<file path="config.mk">
export PLATFORM = sky130hd
export DESIGN_NAME = relu_execution
export DESIGN_NICKNAME = d
export VERILOG_FILES = /design/src/rtl/relu_execution.sv
export SDC_FILE = /design/constraint.sdc
export NUM_CORES = 1
export LEC_CHECK = 0
export CORE_AREA = 3 3 214 216
export CTS_BUF_LIST = sky130_fd_sc_hd__clkbuf_2
export CTS_CLUSTER_DIAMETER = 100
export DETAILED_ROUTE_END_ITERATION = 12
export DIE_AREA = 0 0 217 219
export GPL_TIMING_DRIVEN = 0
export HOLD_SLACK_MARGIN = 0.03
export PLACE_DENSITY = 0.67
export SETUP_SLACK_MARGIN = 0.2
export SYNTH_ARGS = -nofsm -noshare
export SYNTH_HDL_FRONTEND = slang
export SYNTH_SLANG_ARGS = --single-unit
</file>
<file path="constraint.sdc">
create_clock -name clk -period 12 [get_ports clk]
set_input_delay 1.2 -clock clk [delete_from_list [all_inputs] [get_ports clk]]
set_output_delay 1.2 -clock clk [all_outputs]
set_load 0.1 [all_outputs]
</file>
<file path="src/rtl/relu_execution.sv">
// Tile-streaming ReLU / copy stage: reads a vector from one buffer tile by tile,
// clamps negatives (or passes through) and writes the tiles to another buffer.
module relu_execution #(
  parameter int DATA_WIDTH = 8,
  parameter int TILE_ELEMS = 32,
  parameter int MAX_LEN    = 1024
) (
  input  logic                             clk,
  input  logic                             rst,
  input  logic                             start,
  input  logic                             op_mode,
  input  logic [4:0]                       src_buffer_id,
  input  logic [4:0]                       dest_buffer_id,
  input  logic [9:0]                       length,
  output logic                             done,
  output logic                             busy,
  output logic                             vec_read_enable,
  output logic [4:0]                       vec_read_buffer_id,
  input  logic [DATA_WIDTH*TILE_ELEMS-1:0] vec_read_tile,
  input  logic                             vec_read_valid,
  output logic                             vec_write_enable,
  output logic [4:0]                       vec_write_buffer_id,
  output logic [DATA_WIDTH*TILE_ELEMS-1:0] vec_write_tile
);

  localparam int TILE_W = DATA_WIDTH * TILE_ELEMS;
  localparam int OFF_W  = $clog2(MAX_LEN + TILE_ELEMS);
  localparam int CNT_W  = $clog2(MAX_LEN / TILE_ELEMS + 1);

  typedef enum logic [1:0] {
    IDLE,
    WAIT_DATA,
    COMPLETE
  } state_t;

  state_t            state_reg;
  logic              mode_reg;
  logic [9:0]        length_reg;
  logic [CNT_W-1:0]  tiles_total_reg;
  logic [CNT_W-1:0]  tile_count_reg;
  logic [OFF_W-1:0]  offset_reg;

  logic [OFF_W-1:0]  len_ext;
  logic [OFF_W-1:0]  tiles_calc;
  logic [OFF_W-1:0]  length_reg_ext;
  logic [CNT_W-1:0]  tile_count_next;
  logic [TILE_W-1:0] tile_next;

  assign len_ext         = OFF_W'(length);
  assign tiles_calc      = (len_ext + OFF_W'(TILE_ELEMS - 1)) / OFF_W'(TILE_ELEMS);
  assign length_reg_ext  = OFF_W'(length_reg);
  assign tile_count_next = tile_count_reg + CNT_W'(1);

  // Per-element transform; elements past the vector end are padded with zero.
  genvar gi;
  generate
    for (gi = 0; gi < TILE_ELEMS; gi++) begin : g_elem
      logic signed [DATA_WIDTH-1:0] elem;
      logic [OFF_W-1:0]             idx;
      logic                         in_range;
      logic                         clamp;

      assign elem     = vec_read_tile[gi*DATA_WIDTH +: DATA_WIDTH];
      assign idx      = offset_reg + OFF_W'(gi);
      assign in_range = (idx < length_reg_ext);
      assign clamp    = !mode_reg && elem[DATA_WIDTH-1];
      assign tile_next[gi*DATA_WIDTH +: DATA_WIDTH] =
        (in_range && !clamp) ? elem : {DATA_WIDTH{1'b0}};
    end
  endgenerate

  always_ff @(posedge clk or posedge rst) begin
    if (rst) begin
      state_reg           <= IDLE;
      mode_reg            <= 1'b0;
      length_reg          <= '0;
      tiles_total_reg     <= '0;
      tile_count_reg      <= '0;
      offset_reg          <= '0;
      done                <= 1'b0;
      busy                <= 1'b0;
      vec_read_enable     <= 1'b0;
      vec_read_buffer_id  <= '0;
      vec_write_enable    <= 1'b0;
      vec_write_buffer_id <= '0;
      vec_write_tile      <= '0;
    end else begin
      done             <= 1'b0;
      vec_read_enable  <= 1'b0;
      vec_write_enable <= 1'b0;

      case (state_reg)
        IDLE: begin
          // busy drops one cycle after the done pulse unless a new start lands
          busy <= 1'b0;
          if (start) begin
            busy <= 1'b1;
            if (length != 10'd0) begin
              mode_reg            <= op_mode;
              length_reg          <= length;
              vec_read_buffer_id  <= src_buffer_id;
              vec_write_buffer_id <= dest_buffer_id;
              tiles_total_reg     <= tiles_calc[CNT_W-1:0];
              tile_count_reg      <= '0;
              offset_reg          <= '0;
              vec_read_enable     <= 1'b1;
              state_reg           <= WAIT_DATA;
            end else begin
              state_reg <= COMPLETE;
            end
          end
        end

        WAIT_DATA: begin
          if (vec_read_valid) begin
            vec_write_tile   <= tile_next;
            vec_write_enable <= 1'b1;
            tile_count_reg   <= tile_count_next;
            offset_reg       <= offset_reg + OFF_W'(TILE_ELEMS);
            // Next request rides alongside this write so only one read is ever in flight
            if (tile_count_next < tiles_total_reg) begin
              vec_read_enable <= 1'b1;
            end else begin
              state_reg <= COMPLETE;
            end
          end
        end

        COMPLETE: begin
          done      <= 1'b1;
          state_reg <= IDLE;
        end

        default: state_reg <= IDLE;
      endcase
    end
  end

endmodule

</file>
# == Yosys cells after proc, flatten, opt, wreduce, memory -nomap -nowiden ==
# Cells that the tools add are included.
# op_classes
n_addsub,34
multipliers,0
div,0
magnitude_cmp,33
n_eq_ne,6
shifts,0
mux,54
n_bitwise,0
n_reduce_logical,104
# op_table
op,n
< comparator 11 x 10 -> 1 bit,32
2-to-1 mux 8 bit,32
adder 11 x 5 -> 11 bit (second input constant),16
adder 11 x 4 -> 11 bit (second input constant),8
logical AND 1 bit,64
adder 11 x 3 -> 11 bit (second input constant),4
zero test 1 bit,33
2-to-1 mux 11 bit,3
adder 11 x 2 -> 11 bit (second input constant),2
case mux 11 bit (2 select lines),1
2-to-1 mux 6 bit,3
case mux 6 bit (2 select lines),1
adder 10 x 5 -> 11 bit (second input constant),1
adder 11 x 1 -> 11 bit (second input constant),1
adder 11 x 6 -> 11 bit (second input constant),1
nonzero test 10 bit,1
2-to-1 mux 1 bit,8
2-to-1 mux 2 bit,4
inequality test 2 bit (second input constant),4
adder 6 x 1 -> 6 bit (second input constant),1
< comparator 6 bit,1
AND reduction 3 bit,2
case mux 2 bit (2 select lines),1
AND reduction 4 bit,1
other kinds (6),6
# totals
regBits,306
latchBits,0
mem_bits_rw,0
rom_bits,0
output_inout_bits,270
wordCells,244
n_memories,0

# == Longest topological paths before layout ==
# Gate-level depths: netlist of run 1.
# depth
depth_word,5
mapped_depth,8
mapped_depth_nobuf,8

# == Worst setup path before layout of run 1 ==
# Ideal clock, no wire load.
# synth_timing
kind,input -> register
start,in length[2]
end,reg vec_read_buffer_id[3]
setup_ps,126
arrival_ps,2696
required_time_ps,11874
setup_slack_ps,9177
path_stages,5
path_buffers,1
path_cell_list,or4_4 -> nor4_4 -> nor2_2 -> buf_6 -> mux2_4
# synth_between
elab_chain_len,2
# synth_lines
element,line,rtl
start: declaration,14,"input logic [9:0] length,"
nonzero test 10 bit,98,if (length != 10'd0) begin
AND reduction 3 bit (no line),-,
end signal: assignment,101,vec_read_buffer_id <= src_buffer_id;
end: declaration,18,"output logic [4:0] vec_read_buffer_id,"
# Every way passes these cells.
# A chain may end at the register's enable or synchronous reset.

# == Worst setup path after layout of run 1 ==
# layout_timing
start,reg vec_write_tile[49]
end,out vec_write_tile[49]
# layout_rtl
element,line,rtl
start: declaration,23,output logic [DATA_WIDTH*TILE_ELEMS-1:0] vec_write_tile
start signal: assignment,116,vec_write_tile <= tile_next;
# No word-level cell between the ends.

==> out/qor.txt, run 1 <==
status - finished clean
initial antenna violation count - 2
Max-slew headroom - 25.1%
nets - 1,918
GRT Overall Usage - 20.0%
top cell family by delay on the critical path - buffers and inverters
Hold Crit Class - register to register
total CTS buffers - 84
die area - 47,500 um^2
post-synth cell types - 62
max-cap viol count - 0
Detailed Route Iter0 Violations - 718
critical path endpoint category - output port
Boundary Pins - 551
die height - 219 um
register area - 7530 um^2
Avg Synthesized Cell Area - 12.7 um^2
Buf/Inv on CP - 1
Sink Count - 301
H-tree lvl count - 3
CTS Hold Bufs - 0
post-CTS sizing - 0
critical-path cell list - clkdlybuf4s50_1
ys async rst share - 100%
number of global-route vias before repair - 11,900
Post-CTS Setup Bufs - 0
floorplan row count - 77
grt ovf - 0
Synth area leader - dfrtp_1
fin worst setup slack - 8.19 ns
fin crit period - 3.81 ns
TritonRoute pass-1 iters - 5
Core Area - 44,100 um^2
area delta synth->final - 57.0%
synthesized instance count - 975
Worst setup SP type - register
fill count - 4,202
unrepaired setup endpoints after global routing - no
largest stage delay on the critical path - 1.17 ns
Clock Path Buffers - 3
worst endpoint data arrival time - 2.61 ns
first-pass GRT wire length - 72,700 um
Stages on worst setup path - 1
FF-to-FF path depth - 7
Netlist Area Pre-Place - 12,400 um^2
clock slew at reported path FFs - 0.10 ns
area of the multi-input gates - 4550 um^2
Vias - 11,200
DR WL/cell - 21.6 um
initial core utilization - 28.2%
critical path required time - 10.80 ns
max reg flops - 256
Worst-Margin Slew - 1.12 ns
fraction of layout cells with a size suffix above 1 - 11.1%
Post-synth EDFFs - 0
post-synthesis register bit count - 301
routed wire length - 49,000 um
WS Path Type - register to output port
register area share after synthesis - 60.6%
CP max stage cell - clkdlybuf4s50_1
half-perimeter wire length after placement - 37,500 um
largest net degree at the start of global routing - 111
PortBufs - 550
top post-synthesis cells by area - dfrtp_1, a22o_1, nand2_1
pre-CTS WS - 7.99 ns
worst skew pair latency - 1.02 ns
Primary FF master, synth - dfrtp_1
Detail Route Antenna Nets - 0
final setup vio count - 0
Mapped Nets - 1,280
max-slew violations - 0
GP Congestion - 0.835
yosys synthesis warning count - 0
clk_skew - 0.0708 ns
Die Wd - 217 um
Hold Vio Cnt, Final - 0
DRC - 0
WHS Path Cells - 2
fin crit share - 31.8%
root buf cell - clkbuf_2
DR vias/cell - 4.93
CTS tree - yes
fmax - 0.262 GHz
Crit Path Max Fanout - 2
area share of the largest cell type after synthesis - 60.6%
synth_stat cells (all sizes together), types with 4 or more instances:
| master | count |
|---|---|
| dfrtp | 301 |
| a22o | 208 |
| nand2 | 85 |
| o21ai | 58 |
| clkbuf | 47 |
| nor2 | 29 |
| a32o | 27 |
| inv | 27 |
| a21oi | 24 |
| ha | 24 |
| mux2 | 15 |
| nand3 | 12 |
| a221oi | 11 |
| a31oi | 10 |
| buf | 10 |
| o31ai | 9 |
| a211oi | 7 |
| a21o | 7 |
| nand4 | 6 |
| xor2 | 6 |
| nor3 | 5 |
| a21boi | 4 |
| xnor2 | 4 |
routing by layer:
| layer | global-route usage (%) | vias up | share of wire [%] |
|---|---|---|---|
| met3 | 6.65 | 82 | 8.0 |
| li1 | - | 5041 | - |
| met5 | 0 | - | 0 |
| met4 | 7.55 | 0 | 3.0 |
| met2 | 33.9 | 480 | 50 |
| met1 | 23.6 | 5563 | 40 |
kinds of logic after synthesis:
logic type / count (synthesis) / synth area share, %
XOR/XNOR: 10 / 0.705
multiplexers: 15 / 1.63
AO/OA/AOI/OAI: 381 / 25.9
flip-flops: 301 / 60.6
buffers and inverters: 85 / 2.71
adder cells (fa/ha/maj): 24 / 2.42
AND/OR/NAND/NOR: 159 / 6.01
cells in the final DEF, fill, tap and decap left out, types with 12 or more instances in the layout:
master / netlist / layout
clkdlybuf4s50_1: 0 / 550
dfrtp_1: 301 / 301
a22o_1: 208 / 208
clkbuf_2: 0 / 118
nand2_1: 85 / 85
o21ai_0: 54 / 54
clkbuf_1: 47 / 47
nor2_1: 28 / 28
a32o_1: 27 / 27
inv_1: 27 / 26
ha_1: 24 / 24
a21oi_1: 23 / 23
clkinv_1: 1 / 16
nand3_1: 12 / 12
worst paths after layout:
kind	from	slack, ns	endpoint
min in group asynchronous	rst	0.70	vec_write_tile[225]$_DFFE_PP0P_
max in group asynchronous	rst	9.85	vec_write_tile[124]$_DFFE_PP0P_
max reg2reg	offset_reg[8]$_DFFE_PP0P_	8.83	vec_write_tile[29]$_DFFE_PP0P_
max	vec_write_tile[49]$_DFFE_PP0P_	8.19	vec_write_tile[49]
min reg2reg	vec_write_tile[55]$_DFFE_PP0P_	0.49	vec_write_tile[55]$_DFFE_PP0P_
min	vec_write_tile[55]$_DFFE_PP0P_	0.49	vec_write_tile[55]$_DFFE_PP0P_
metrics by stage:
step	area [um^2]	setup TNS [ns]	util (%)	hold WS (ns)	cells
2_1_floorplan	12400	0	-	0.464	975
3_3_place_gp	18700	-392.70	42.3	0.462	2117
3_5_place_dp	18700	0	42.5	0.470	2119
4_1_cts	19500	0	44.2	0.489	2261
5_1_grt	19500	0	44.2	0.518	2265
6_report	19500	0	44.2	0.489	2265
cell type report:
| cell class | count | area share [%] |
|---|---|---|
| antenna | 4 | 0.0513 |
| clock inverter | 24 | 0.898 |
| timing repair buffer | 552 | 28.5 |
| sequential | 301 | 38.6 |
| multi-input combinational | 589 | 23.3 |
| buffer | 57 | 1.19 |
| inverter | 28 | 0.577 |
| tap | 592 | 3.80 |
| clock buffer | 118 | 3.03 |
worst min-delay path, cell delays in order, from the launching register on:
cell     delay [ns]
dfrtp_1        0.35
nand2_1        0.05
o31ai_1        0.05
Power of run 1 is left out: the tool's default activity adds up to more than one toggle a clock period on the data nets, which glitch-free logic cannot reach.
==> inputs of run 2 (changes only) <==
--- a/config.mk
+++ b/config.mk
@@ -5,14 +5,14 @@
 export SDC_FILE = /design/constraint.sdc
 export NUM_CORES = 1
 export LEC_CHECK = 0
-export CORE_AREA = 3 3 214 216
+export CORE_AREA = 3 3 211 213
 export CTS_BUF_LIST = sky130_fd_sc_hd__clkbuf_2
 export CTS_CLUSTER_DIAMETER = 100
 export DETAILED_ROUTE_END_ITERATION = 12
-export DIE_AREA = 0 0 217 219
+export DIE_AREA = 0 0 214 216
 export GPL_TIMING_DRIVEN = 0
 export HOLD_SLACK_MARGIN = 0.03
-export PLACE_DENSITY = 0.67
+export PLACE_DENSITY = 0.71
 export SETUP_SLACK_MARGIN = 0.2
 export SYNTH_ARGS = -nofsm -noshare
 export SYNTH_HDL_FRONTEND = slang
==> constraint.sdc (replaced) <==
create_clock -name clk -period 3.5 [get_ports clk]
set_input_delay 0.35 -clock clk [delete_from_list [all_inputs] [get_ports clk]]
set_output_delay 0.35 -clock clk [all_outputs]
set_load 0.1 [all_outputs]
==> run 2 against run 1 <==
  * Cell area grew 16%
  * Critical path depth grew 8
  * Critical path type is now register to register
  * Global-route usage grew 3.7 points
  * Cell count grew 13%
  * Register-to-register slack lost 8.5 ns
  * Routed wire length grew 13%
  * Utilization grew 8.4 points
==> out/qor.txt, run 2 (synthesis results as in run 1) <==
DR vias/cell - 4.96
worst endpoint data arrival time - 4.17 ns
Vias - 12,700
grt ovf - 0
Worst-Margin Slew - 1.29 ns
Sink Count - 301
TritonRoute pass-1 iters - 5
critical path required time - 4.54 ns
die height - 216 um
Detail Route Antenna Nets - 0
fin crit period - 3.13 ns
Core Area - 42,900 um^2
most common cell after layout, fill and taps aside - clkdlybuf4s50_1
H-tree lvl count - 3
largest stage delay on the critical path - 0.54 ns
Critical Path Most Common Cell - clkbuf_1
Post-CTS Setup Bufs - 0
critical path endpoint category - register
Worst setup SP type - register
Detailed Route Iter0 Violations - 892
FF-to-FF path depth - 9
clk_skew - 0.0848 ns
final setup vio count - 0
total CTS buffers - 84
critical-path cell list - clkbuf_1 -> ha_1 -> and3b_1 -> clkbuf_1 -> and2_1 -> buf_2 -> a221oi_4 -> a22o_1 -> dlygate4sd3_1
floorplan row count - 76
fin worst setup slack - 0.371 ns
Boundary Pins - 551
area delta synth->final - 81.7%
Die Wd - 214 um
reg2reg end - vec_write_tile[97]$_DFFE_PP0P_
Clock Path Buffers - 3
largest net degree at the start of global routing - 43
fmax - 0.320 GHz
routed wire length - 55,300 um
max reg flops - 256
DR WL/cell - 21.6 um
R2R Path Start - offset_reg[9]$_DFFE_PP0P_
Crit Path Max Fanout - 10
initial antenna violation count - 5
root buf cell - clkbuf_2
half-perimeter wire length after placement - 37,900 um
R2R Setup Slk - 0.37 ns
status - finished clean
fin crit share - 89.4%
WS Path Type - register to register
pre-CTS WS - 0.255 ns
clock slew at reported path FFs - 0.13 ns
max-cap viol count - 0
max-slew violations - 0
CTS tree - yes
commonest non-fill, non-tap cells in the layout - clkdlybuf4s50_1, dfrtp_1, dlygate4sd3_1
DRC - 0
Hold Vio Cnt, Final - 0
fraction of layout cells with a size suffix above 1 - 9.93%
Max-slew headroom - 13.7%
initial core utilization - 29.0%
GRT Overall Usage - 23.6%
nets - 2,219
GP Congestion - 0.885
die area - 46,200 um^2
fill count - 3,452
worst skew pair latency - 1.08 ns
unrepaired setup endpoints after global routing - no
first-pass GRT wire length - 84,800 um
PortBufs - 550
number of global-route vias before repair - 14,000
Hold Crit Class - primary input to async pin
CP max stage cell - dlygate4sd3_1
==> run 2: how the worst max path moves through the flow <==
stage,startpoint,to,depth (start not counted)
floorplan,rst,busy$_DFFE_PP0N_,1
global placement,rst,vec_write_tile[98]$_DFFE_PP0P_,2
detailed placement,offset_reg[8]$_DFFE_PP0P_,vec_write_tile[60]$_DFFE_PP0P_,7
CTS,offset_reg[8]$_DFFE_PP0P_,vec_write_tile[57]$_DFFE_PP0P_,7
global route,offset_reg[9]$_DFFE_PP0P_,vec_write_tile[97]$_DFFE_PP0P_,9
finish,offset_reg[9]$_DFFE_PP0P_,vec_write_tile[97]$_DFFE_PP0P_,9
==> run 2: critical path, delay by kind of cell, from the launching register on <==
kind                     cells  cell delay, ns
buffers and inverters        4            1.10
adder cells (fa/ha/maj)      1            0.37
AND/OR/NAND/NOR              2            0.45
AO/OA/AOI/OAI                2            0.69
flip-flops                   1            0.48
==> run 2: timing repair <==
action,CTS,global route
endpoints found under the setup margin,0,56
hold endpoints to repair,372,0
resized for setup,0,10
hold buffers,295,0
==> run 2: area by class of cell <==
class / instances / area [um^2] / area share [%]
multi-input cells: 589 / 4600 / 20.4
inverters: 28 / 109 / 0.482
flip-flops and latches: 301 / 7530 / 33.4
repair buffers: 853 / 8620 / 38.2
clock inverters: 24 / 118 / 0.521
clock buffers: 121 / 606 / 2.68
diodes: 7 / 17.5 / 0.0776
well taps: 585 / 732 / 3.24
plain buffers: 57 / 234 / 1.04
==> run 2: routing by layer <==
metal | global-route usage [%] | up-vias | share of wire [%] | wire (um)
li1 | - | 5647 | - | -
met1 | 26.9 | 6323 | 39 | 21500
met2 | 41.1 | 602 | 50 | 27600
met3 | 7.48 | 139 | 7.5 | 4140
met4 | 9.98 | 2 | 3.8 | 2080
met5 | 0 | - | 0.023 | 13
==> run 2: through the flow <==
stage	hold WS [ns]	TNS, ns	instance area [um^2]	utilization (%)	cells
after global routing	0.116	0	22600	52.6	2565
after floorplan	0.464	-256.16	12400	-	975
after detailed placement	0.472	0	18800	43.9	2118
after CTS	0.0779	0	22500	52.5	2558
after global placement	0.460	-881.72	18700	43.5	2110
final	0.239	0	22600	52.6	2565
Power of run 2 is left out for the same reason.
==> inputs of run 3 (changes only) <==
--- a/config.mk
+++ b/config.mk
@@ -5,14 +5,14 @@
 export SDC_FILE = /design/constraint.sdc
 export NUM_CORES = 1
 export LEC_CHECK = 0
-export CORE_AREA = 3 3 211 213
+export CORE_AREA = 2 2 217 219
 export CTS_BUF_LIST = sky130_fd_sc_hd__clkbuf_2
 export CTS_CLUSTER_DIAMETER = 100
 export DETAILED_ROUTE_END_ITERATION = 12
-export DIE_AREA = 0 0 214 216
+export DIE_AREA = 0 0 219 221
 export GPL_TIMING_DRIVEN = 0
 export HOLD_SLACK_MARGIN = 0.03
-export PLACE_DENSITY = 0.71
+export PLACE_DENSITY = 0.68
 export SETUP_SLACK_MARGIN = 0.2
 export SYNTH_ARGS = -nofsm -noshare
 export SYNTH_HDL_FRONTEND = slang
==> run 3 against run 2 <==
  * Clock skew down 0.0074 ns
  * Flip-flop and latch count unchanged
  * Sequential share of layout area up 0.24 points
  * Routed wire length down 2.8%
  * Cell count about the same
  * Hold slack better by 0.084 ns
  * Critical path depth down 2
  * Die area up 4.7%
  * Utilization down 4.0 points
  * Cell area down 0.70%
  * Global-route usage down 1.7 points
  * Non-clock buffer count down 13
  * Largest cell class unchanged
==> out/qor.txt, run 3 (synthesis results as in run 1) <==
Detail Route Antenna Nets - 0
grt ovf - 0
PortBufs - 550
DRC - 0
worst endpoint data arrival time - 4.00 ns
TritonRoute pass-1 iters - 6
max reg flops - 256
status - finished clean
Buf/Inv on CP - 1
total CTS buffers - 84
GRT Overall Usage - 21.9%
nets - 2,206
unrepaired setup endpoints after global routing - no
fraction of layout cells with a size suffix above 1 - 9.78%
WS Path Type - register to register
top cell family by delay on the critical path - compound AO/OA/AOI/OAI gates
clock slew at reported path FFs - 0.10 ns
Worst-Margin Slew - 1.31 ns
fin crit share - 87.9%
number of global-route vias before repair - 13,800
clk_skew - 0.0774 ns
initial antenna violation count - 3
critical path required time - 4.43 ns
CP max stage cell - a221oi_2
post-placement cell count - 2,140
area delta synth->final - 80.4%
die height - 221 um
Hold Crit Class - primary input to async pin
fill count - 4,017
commonest non-fill, non-tap cells in the layout - clkdlybuf4s50_1, dfrtp_1, dlygate4sd3_1
half-perimeter wire length after placement - 37,600 um
Vias - 12,400
first-pass GRT wire length - 81,100 um
fin crit period - 3.08 ns
GP Congestion - 0.876
DR vias/cell - 4.85
max-cap viol count - 0
Max-slew headroom - 13.0%
die area - 48,400 um^2
Core Area - 46,100 um^2
Non-Filler Instances - 2,563
Sink Count - 301
Hold Vio Cnt, Final - 0
worst skew pair latency - 1.04 ns
critical path endpoint category - register
CTS tree - yes
largest net degree at the start of global routing - 44
final setup vio count - 0
H-tree lvl count - 3
max-slew violations - 0
largest stage delay on the critical path - 0.74 ns
critical-path cell list - clkbuf_1 -> ha_1 -> a21o_1 -> a31oi_1 -> o21ai_0 -> a221oi_2 -> a22o_1
floorplan row count - 79
most common cell after layout, fill and taps aside - clkdlybuf4s50_1
Detailed Route Iter0 Violations - 765
fmax - 0.325 GHz
Worst setup SP type - register
Die Wd - 219 um
DR WL/cell - 21.0 um
Crit Path Max Fanout - 8
root buf cell - clkbuf_2
routed wire length - 53,800 um
Clock Path Buffers - 3
initial core utilization - 27.0%
Boundary Pins - 551
-- run 3: worst register-to-register path: stages (launching register included) --
cell	delay (ns)
dfrtp_1	0.46
clkbuf_1	0.15
ha_1	0.32
a21o_1	0.25
a31oi_1	0.43
o21ai_0	0.38
a221oi_2	0.74
a22o_1	0.25
-- run 3: stage by stage --
step / hold WS [ns] / utilization [%] / worst slack [ns] / TNS (ns) / area, um^2
after global routing: 0.275 / 48.7 / 0.290 / 0 / 22400
final: 0.323 / 48.7 / 0.425 / 0 / 22400
after detailed placement: 0.469 / 40.9 / 0.0968 / 0 / 18900
after floorplan: 0.464 / - / -0.851 / -256.16 / 12400
after global placement: 0.463 / 40.6 / -3.04 / -903.41 / 18700
after CTS: 0.133 / 48.6 / 0.230 / 0 / 22400
-- run 3: worst paths after layout --
path | cells past startpoint | to | from | slack, ns
max | 7 | vec_write_tile[211]$_DFFE_PP0P_ | offset_reg[6]$_DFFE_PP0P_ | 0.42
min | 3 | vec_write_tile[220]$_DFFE_PP0P_ | rst | 0.32
max reg2reg | 7 | vec_write_tile[211]$_DFFE_PP0P_ | offset_reg[6]$_DFFE_PP0P_ | 0.42
min reg2reg | 2 | vec_write_tile[52]$_DFFE_PP0P_ | vec_write_tile[52]$_DFFE_PP0P_ | 0.49
max in group asynchronous | 7 | vec_write_tile[45]$_DFFE_PP0P_ | rst | 1.82
min in group clk | 4 | vec_write_tile[50]$_DFFE_PP0P_ | vec_read_tile[50] | 0.42
-- run 3: final cells by class --
cell class	count	area, um^2	area share, %
Timing Repair Buffer	840	8480	37.9
Sequential cell	301	7530	33.6
Multi-Input combinational cell	589	4570	20.4
Tap cell	607	759	3.39
Clock buffer	118	591	2.64
Buffer	57	231	1.03
Clock inverter	20	130	0.581
Inverter	28	109	0.486
Antenna cell	3	7.51	0.0335
-- run 3: what timing repair did --
item                                    CTS  global route
hold buffers                            280             0
gates resized for setup                   1             1
pin swaps                                 1             0
endpoints found under the setup margin   19            15
setup buffers                             2             0
endpoints found under the hold margin   335             0
-- run 3: routing by layer --
layer | global-route usage (%) | vias up | wire [um]
met1 | 24.9 | 6165 | 21300
met5 | 0 | - | 0
met4 | 10.1 | 0 | 1770
met2 | 38.3 | 528 | 27200
li1 | - | 5626 | -
met3 | 5.55 | 105 | 3590
Power of run 3 is left out for the same reason.
